$ cat config.mk
export PLATFORM = sky130hd
export DESIGN_NAME = mem_initiator_flat
export DESIGN_NICKNAME = d
export VERILOG_FILES = /design/src/rtl/mem_initiator_if.sv /design/src/rtl/mem_initiator.sv /design/src/flat_wrapper.sv
export SDC_FILE = /design/constraint.sdc
export NUM_CORES = 1
export LEC_CHECK = 0
export CAP_MARGIN = 20
export CORE_UTILIZATION = 47
export DETAILED_ROUTE_END_ITERATION = 16
export GPL_TIMING_DRIVEN = 0
export PLACE_DENSITY = 0.94
export SLEW_MARGIN = 25
export SYNTH_ARGS = -nofsm -noshare
export SYNTH_HDL_FRONTEND = slang
export SYNTH_SLANG_ARGS = --single-unit
$ cat constraint.sdc
create_clock -name clk -period 5.4 [get_ports clk]
set_input_delay 1.35 -clock clk [delete_from_list [all_inputs] [get_ports clk]]
set_output_delay 1.35 -clock clk [all_outputs]
set_load 0.01 [all_outputs]
$ cat src/rtl/mem_initiator_if.sv
// mem_initiator_if
//   Single-port data memory bus between the load/store initiator and the
//   memory block.
//
//   Signals:
//     mem_w      initiator -> memory   write strobe (one cycle per write)
//     mem_addr   initiator -> memory   word address, held between requests
//     mem_wdata  initiator -> memory   write data
//     mem_rdata  memory -> initiator   read data (echoes data after a write)
//     mem_ready  memory -> initiator   memory has settled, mem_rdata is valid
//
//   Modports:
//     master  the initiator side (drives strobe, address and write data)
//     slave   the memory side (drives read data and ready)

interface mem_initiator_if;
    logic        mem_w;
    logic [15:0] mem_addr;
    logic [15:0] mem_wdata;
    logic [15:0] mem_rdata;
    logic        mem_ready;

    modport master (
        output mem_w,
        output mem_addr,
        output mem_wdata,
        input  mem_rdata,
        input  mem_ready
    );

    modport slave (
        input  mem_w,
        input  mem_addr,
        input  mem_wdata,
        output mem_rdata,
        output mem_ready
    );
endinterface

$ cat src/rtl/mem_initiator.sv
// mem_initiator
//   Bus-master front end for the single-port data memory. Takes one read or
//   write request at a time from the stack-processor load/store logic,
//   drives a one-cycle write strobe followed by a settle cycle, polls memory
//   ready and returns the read data (or the write echo) with an error flag.
//
//   Parameters:
//     ADDR_LIMIT  first invalid word address; such requests fail immediately
//                 without touching the memory bus
//     TIMEOUT     maximum number of WAIT cycles before aborting (1..255)
//
//   Ports:
//     clk         system clock, rising edge
//     rst_n       asynchronous active-low reset
//     req_valid   request present
//     req_write   1 = write, 0 = read
//     req_addr    word address
//     req_wdata   write data
//     req_ready   block can accept a request this cycle (IDLE or RESP)
//     resp_valid  one-cycle pulse, response complete
//     resp_rdata  read data or write echo (0 on error)
//     resp_err    out-of-range or timeout, valid with resp_valid
//     mem         memory bus, master side

module mem_initiator #(
    parameter logic [15:0] ADDR_LIMIT = 16'h0100,
    parameter int          TIMEOUT    = 16
) (
    input  logic              clk,
    input  logic              rst_n,

    input  logic              req_valid,
    input  logic              req_write,
    input  logic [15:0]       req_addr,
    input  logic [15:0]       req_wdata,
    output logic              req_ready,

    output logic              resp_valid,
    output logic [15:0]       resp_rdata,
    output logic              resp_err,

    mem_initiator_if.master   mem
);

    localparam logic [7:0] TIMEOUT_CNT = 8'(TIMEOUT);

    typedef enum logic [2:0] {
        IDLE,
        ISSUE,
        SETTLE,
        WAIT,
        RESP
    } state_t;

    state_t      state;
    logic        last_valid;
    logic [7:0]  wait_cnt;
    logic        accept;

    // req_ready is registered and is only high in IDLE and RESP, so a
    // request is taken exactly when both sides agree at a clock edge.
    assign accept = req_valid && req_ready;

    // Single registered FSM. last_valid records that mem_addr currently
    // points at a location the memory has settled on; a read to that same
    // address can skip the strobe/settle cycles because the memory's
    // address-change detector will not drop ready.
    always_ff @(posedge clk or negedge rst_n) begin
        if (!rst_n) begin
            state         <= IDLE;
            req_ready     <= 1'b1;
            resp_valid    <= 1'b0;
            resp_rdata    <= 16'h0000;
            resp_err      <= 1'b0;
            mem.mem_w     <= 1'b0;
            mem.mem_addr  <= 16'h0000;
            mem.mem_wdata <= 16'h0000;
            last_valid    <= 1'b0;
            wait_cnt      <= 8'h00;
        end else begin
            resp_valid <= 1'b0;

            case (state)
                // RESP accepts exactly like IDLE so transfers can run
                // back to back without an idle cycle in between.
                IDLE, RESP: begin
                    if (accept) begin
                        if (req_addr >= ADDR_LIMIT) begin
                            // Fail without disturbing the memory bus.
                            state      <= RESP;
                            resp_valid <= 1'b1;
                            resp_err   <= 1'b1;
                            resp_rdata <= 16'h0000;
                            req_ready  <= 1'b1;
                        end else begin
                            mem.mem_addr  <= req_addr;
                            mem.mem_wdata <= req_wdata;
                            mem.mem_w     <= req_write;
                            req_ready     <= 1'b0;
                            if (!req_write && last_valid && (req_addr == mem.mem_addr)) begin
                                state    <= WAIT;
                                wait_cnt <= 8'h00;
                            end else begin
                                state <= ISSUE;
                            end
                        end
                    end else begin
                        state     <= IDLE;
                        req_ready <= 1'b1;
                    end
                end

                // Strobe has been high for exactly this one cycle.
                ISSUE: begin
                    mem.mem_w <= 1'b0;
                    state     <= SETTLE;
                end

                // Ready is stale or falling here, so it is not looked at.
                SETTLE: begin
                    state    <= WAIT;
                    wait_cnt <= 8'h00;
                end

                // Poll ready; give up after TIMEOUT consecutive not-ready
                // cycles. A timeout leaves the memory state unknown, so the
                // same-address shortcut is disabled until the next success.
                WAIT: begin
                    if (mem.mem_ready) begin
                        resp_rdata <= mem.mem_rdata;
                        resp_err   <= 1'b0;
                        resp_valid <= 1'b1;
                        last_valid <= 1'b1;
                        req_ready  <= 1'b1;
                        state      <= RESP;
                    end else if ((wait_cnt + 8'd1) == TIMEOUT_CNT) begin
                        resp_rdata <= 16'h0000;
                        resp_err   <= 1'b1;
                        resp_valid <= 1'b1;
                        last_valid <= 1'b0;
                        req_ready  <= 1'b1;
                        state      <= RESP;
                    end else begin
                        wait_cnt <= wait_cnt + 8'd1;
                    end
                end

                default: begin
                    state     <= IDLE;
                    req_ready <= 1'b1;
                end
            endcase
        end
    end

endmodule

$ cat src/flat_wrapper.sv
// flat-port wrapper written by rule: the top's interface ports become plain ports
module mem_initiator_flat 
#(
    parameter logic [15:0] ADDR_LIMIT = 16'h0100,
    parameter int          TIMEOUT    = 16
)
  (clk, rst_n, req_valid, req_write, req_addr, req_wdata, req_ready, resp_valid, resp_rdata, resp_err, mem_mem_w, mem_mem_addr, mem_mem_wdata, mem_mem_rdata, mem_mem_ready);
  mem_initiator_if mem_i ();
  input  logic clk;
  input  logic rst_n;
  input  logic req_valid;
  input  logic req_write;
  input  logic [15:0] req_addr;
  input  logic [15:0] req_wdata;
  output logic req_ready;
  output logic resp_valid;
  output logic [15:0] resp_rdata;
  output logic resp_err;
  output wire logic [$bits(mem_i.mem_w)-1:0] mem_mem_w;
  output wire logic [$bits(mem_i.mem_addr)-1:0] mem_mem_addr;
  output wire logic [$bits(mem_i.mem_wdata)-1:0] mem_mem_wdata;
  input wire logic [$bits(mem_i.mem_rdata)-1:0] mem_mem_rdata;
  input wire logic [$bits(mem_i.mem_ready)-1:0] mem_mem_ready;
  assign mem_mem_w = mem_i.mem_w;
  assign mem_mem_addr = mem_i.mem_addr;
  assign mem_mem_wdata = mem_i.mem_wdata;
  assign mem_i.mem_rdata = mem_mem_rdata;
  assign mem_i.mem_ready = mem_mem_ready;
  mem_initiator #(.ADDR_LIMIT(ADDR_LIMIT), .TIMEOUT(TIMEOUT)) u_core (.clk(clk), .rst_n(rst_n), .req_valid(req_valid), .req_write(req_write), .req_addr(req_addr), .req_wdata(req_wdata), .req_ready(req_ready), .resp_valid(resp_valid), .resp_rdata(resp_rdata), .resp_err(resp_err), .mem(mem_i));
endmodule
* Yosys cells after proc, flatten, opt, wreduce, memory -nomap -nowiden *
Index checks and enable logic that the tools add are counted.

cells by class
  equality and inequality tests = 13
  $lt $le $gt $ge = 1
  bitwise gates (word level) = 2
  reductions and logical operators = 17
  multiplexer cells = 35
  add/sub/neg operators = 1

operators by type and width
  kind                 count
  $mux 16              4
  $mux 8               5
  $pmux 16 s2          1
  $pmux 8 s3           1
  $eq 16x16->1         1
  $ge 16x9->1 const B  1
  $mux 1               14
  $mux 3               4
  $pmux 3 s4           1
  $add 8x1->8 const B  1
  $eq 8x5->1 const B   1
  $eq 3x2->1 const B   2
  $ne 2x1->1 const B   3
  $ne 2x2->1 const B   3
  $pmux 1 s2           3
  $reduce_and 3->1     2
  $reduce_and 6->1     1
  $reduce_bool 2->1    3
  $reduce_and 2->1     2
  $reduce_and 4->1     1
  $reduce_or 2->1      2
  $eq 3x1->1 const B   1
  $eq 3x3->1 const B   1
  $logic_and 1x1->1    3
  other kinds (7)      8

storage, ports and cells
  input port bits = 53
  bits in registers = 64

* Longest topological paths before layout *
  word-level depth = 7
  depth in mapped cells = 7
  depth with buffers taken out = 5

* Worst setup path after synthesis *
No wires, ideal clock.

  path type = input to register
  from = input req_addr[12]
  to = register u_core.wait_cnt[3]
  buffers on the path = 1
  cell stages on the path = 6
  slack = 2.003 ns
  required time = 5.258 ns
  data arrival time = 3.256 ns
  path through = or4_1 > or3_1 > buf_2 > or4_4 > o21ai_4 > o211ai_1

on the way
  longest elaborated chain between the ends = 4

RTL lines
  element                                              line                  text
  start, declared                                      flat_wrapper.sv:13    input logic [15:0] req_addr;
  branches (longest 3 deep; another with $ge 16x9->1)  --
  $reduce_and 6->1 (no line) (*)                       --
  end signal, assigned                                 mem_initiator.sv:144  wait_cnt <= wait_cnt + 8'd1;
  end, declared                                        mem_initiator.sv:57   logic [7:0] wait_cnt;

Mark *: on every way between the ends.
A chain may end at the register's enable or synchronous reset.

* Worst setup path in the final report *
  from = input req_addr[8]
  to = register u_core.wait_cnt[3]

Same word-level chain as after synthesis.

==> flow_summary.ini <==
[setup_path]
worstPathMaxFanout = 9
cp_num_buf_inv = 2
worstPathArrival_ns = 3.92
crit_family = simple AND/OR/NAND/NOR gates
setup.worst_path.end_class = flop
worstPathCellList = clkdlybuf4s50_1 -> or4_1 -> or3_1 -> buf_2 -> or4_4 -> o21ai_4 -> o211ai_1
max_stage_delay_ns = 0.59
worstRegToRegCells = 6
worstPathRequired_ns = 5.60
start_kind = input pin
regToRegEndpoint = u_core.state[1]
slowest_stage = or4_1
reg2reg_slack_ns = 2.74
critPathKind = in2reg
timing.rr.start = u_core.wait_cnt[1]

[logic_synthesis]
synth-seq-cells = 64
syn_area_mm2 = 0.002805
ys_async_sr_fraction_pct = 100.0
syn_avg_cell_area_um2 = 12.47
syn_nets = 279
synth_edf_count = 0
synth_top_area_share_pct = 56.20
yosys_warnings = 0
synthFlopType = dfrtp_1
synth.area.top_cells = dfrtp_1, mux2_2, xor2_1
netlist_instances = 225
seq_area_frac_synth_pct = 57.14
synth_top_area_cell = dfrtp_1
yosysUniqueCellTypes = 41

[sta]
final.setup.tns_ns = 0
worst_pin_slew_ns = 0.7208
period_share_pct = 68.92
fmax_ghz = 0.2687
final_hold_viol_count = 0
fin_hold_ws_ns = 0.4725
finalClockSkew_ns = 0.008238
drv_slew = 0
setup_viol = 0
slew_headroom_pct = 50.70
fin_crit_ns = 3.722
grt_setup_unrepaired = false
finalWorstSetupSlack_ns = 1.678

[routing]
routed_wl_um = 6734
drc = 0
vias = 2253
antenna_left = 0
drtIter0Drc = 230
first_pass_iters = 4
wl_per_cell_um = 16.11
viasPerCell = 5.390

[place]
routabilityCongestion = 0.8748
placed_area_mm2 = 0.003954
dp_cells = 402
pre_cts_slack_ns = 1.344
portBuffers = 104
post-dp-hpwl_um = 4889

[final_layout]
syn_to_final_growth_pct = 49.51
mostFrequentLayoutCell = clkdlybuf4s50_1
antenna_cells = 0
num-nets-final = 395
stdcell_count = 418
final_cell_mix = clkdlybuf4s50_1, dfrtp_1, mux2_2
layout-drive-gt1-share_pct = 14.16
fin_area_mm2 = 0.004194

[clock_network]
holdBufCountCts = 0
cts_sinks = 64
cts_buffer_depth = 2
cts_resized = 0
cts_max_level = 3
worstSkewPairLatency_ns = 0.34
cts_tree = built
cts_root_buf = clkbuf_8
cts_buffers = 9
postCtsSetupBuffers = 0
clk_pin_slew_ns = 0.07

[grt]
gr-max-usage-layer = met2
grt-ovfl-total = 0
grt_util_all_layers_pct = 23.44
gr-usage-met3_pct = 6.322
use_met1_pct = 27.35
antenna_found_initial = 0
grt_pass1_vias = 2393
grtUsageMet2_pct = 39.05
grt_max_degree = 41
grt_pass1_wl_um = 10990

[power_and_ir_drop]
p_leak_uw = 0.001876
peakVddDrop_v = 0.0001837
p_per_area_mw_per_mm2 = 259.1

[die]
start_util_pct = 49.72
io-pin-count = 105
core-area_mm2 = 0.005642
die_x_um = 79.26
dieArea_mm2 = 0.006281
row_count = 27
die_h_um = 79.26

[run]
maxCapViolations = 0

[worst_hold_path]
whs_path_depth = 1
min_to = u_core.last_valid
hp-start = u_core.last_valid
hold_path_class = reg2reg

[run_status]
outcome = finished, final reports clean
## where the power goes
part / internal, uW / total (uW) / switching (uW)
logic: 63.8 / 102 / 38.2
registers: 491 / 500 / 8.92
clock network: 298 / 485 / 187
total: 852 / 1090 / 235
## synthesized netlist by cell type (all sizes together) (5+ instances only)
cell	n
and2	9
nor2	7
or4	8
inv	12
or3	5
xor2	17
clkbuf	7
o211ai	11
a22o	16
dfrtp	63
a21oi	5
mux2	25
## metal layers
layer / vias to the layer above / wire length, um
met5: - / 0
met4: 0 / 235
met3: 22 / 373
met2: 83 / 3353
met1: 1095 / 2771
li1: 1053 / -
## how the worst max path moves through the flow
stage / from / to / slack (ns) / cells past startpoint
3_3_place_gp: rst_n / u_core.resp_rdata[0] / 0.98 / 1
6_report: req_addr[8] / u_core.wait_cnt[3] / 1.68 / 7
3_5_place_dp: req_addr[8] / u_core.wait_cnt[3] / 1.34 / 7
5_1_grt: req_addr[12] / u_core.wait_cnt[1] / 1.60 / 7
4_1_cts: req_addr[8] / u_core.wait_cnt[3] / 1.71 / 7
2_1_floorplan: req_addr[12] / u_core.wait_cnt[3] / 2.00 / 6
## sequential cells by signal, summed over array words and instances, names as in the netlist
signal                cells
u_core.mem.mem_w          1
u_core.wait_cnt           8
u_core.resp_err           1
u_core.last_valid         1
u_core.req_ready          1
u_core.resp_rdata        16
u_core.mem.mem_addr      16
u_core.resp_valid         1
u_core.mem.mem_wdata     16
u_core.state              3
## per-stage QoR
| step | util (%) | total power, uW |
|---|---|---|
| finish | 74.34 | 1087 |
| global placement | 69.77 | 606.2 |
| CTS | 74.34 | 1097 |
| detailed placement | 70.08 | 611.1 |
| global route | 74.34 | 1122 |
| floorplan | - | 534.8 |
## area by class of cell
class | count | area, um2
clock inverter | 4 | 75.07
timing repair buffer | 105 | 1059
multi-input combinational | 138 | 1115
buffer | 11 | 42.54
sequential | 64 | 1603
fill | 350 | 1448
clock buffer | 12 | 165.2
inverter | 12 | 45.04
tap | 72 | 90.09
## cell families (layout without fill, tap and decap cells)
kind of cell / count (synthesis) / count (layout) / synth area share [%]
flip-flops: 64 / 64 / 57.14
AO/OA/AOI/OAI: 46 / 46 / 13.07
adder cells (fa/ha/maj): 1 / 1 / 0.4460
buffers and inverters: 23 / 144 / 3.122
AND/OR/NAND/NOR: 49 / 49 / 10.88
XOR/XNOR: 17 / 17 / 5.308
multiplexers: 25 / 25 / 10.04
No activity file was read; power rests on OpenSTA's default activity.
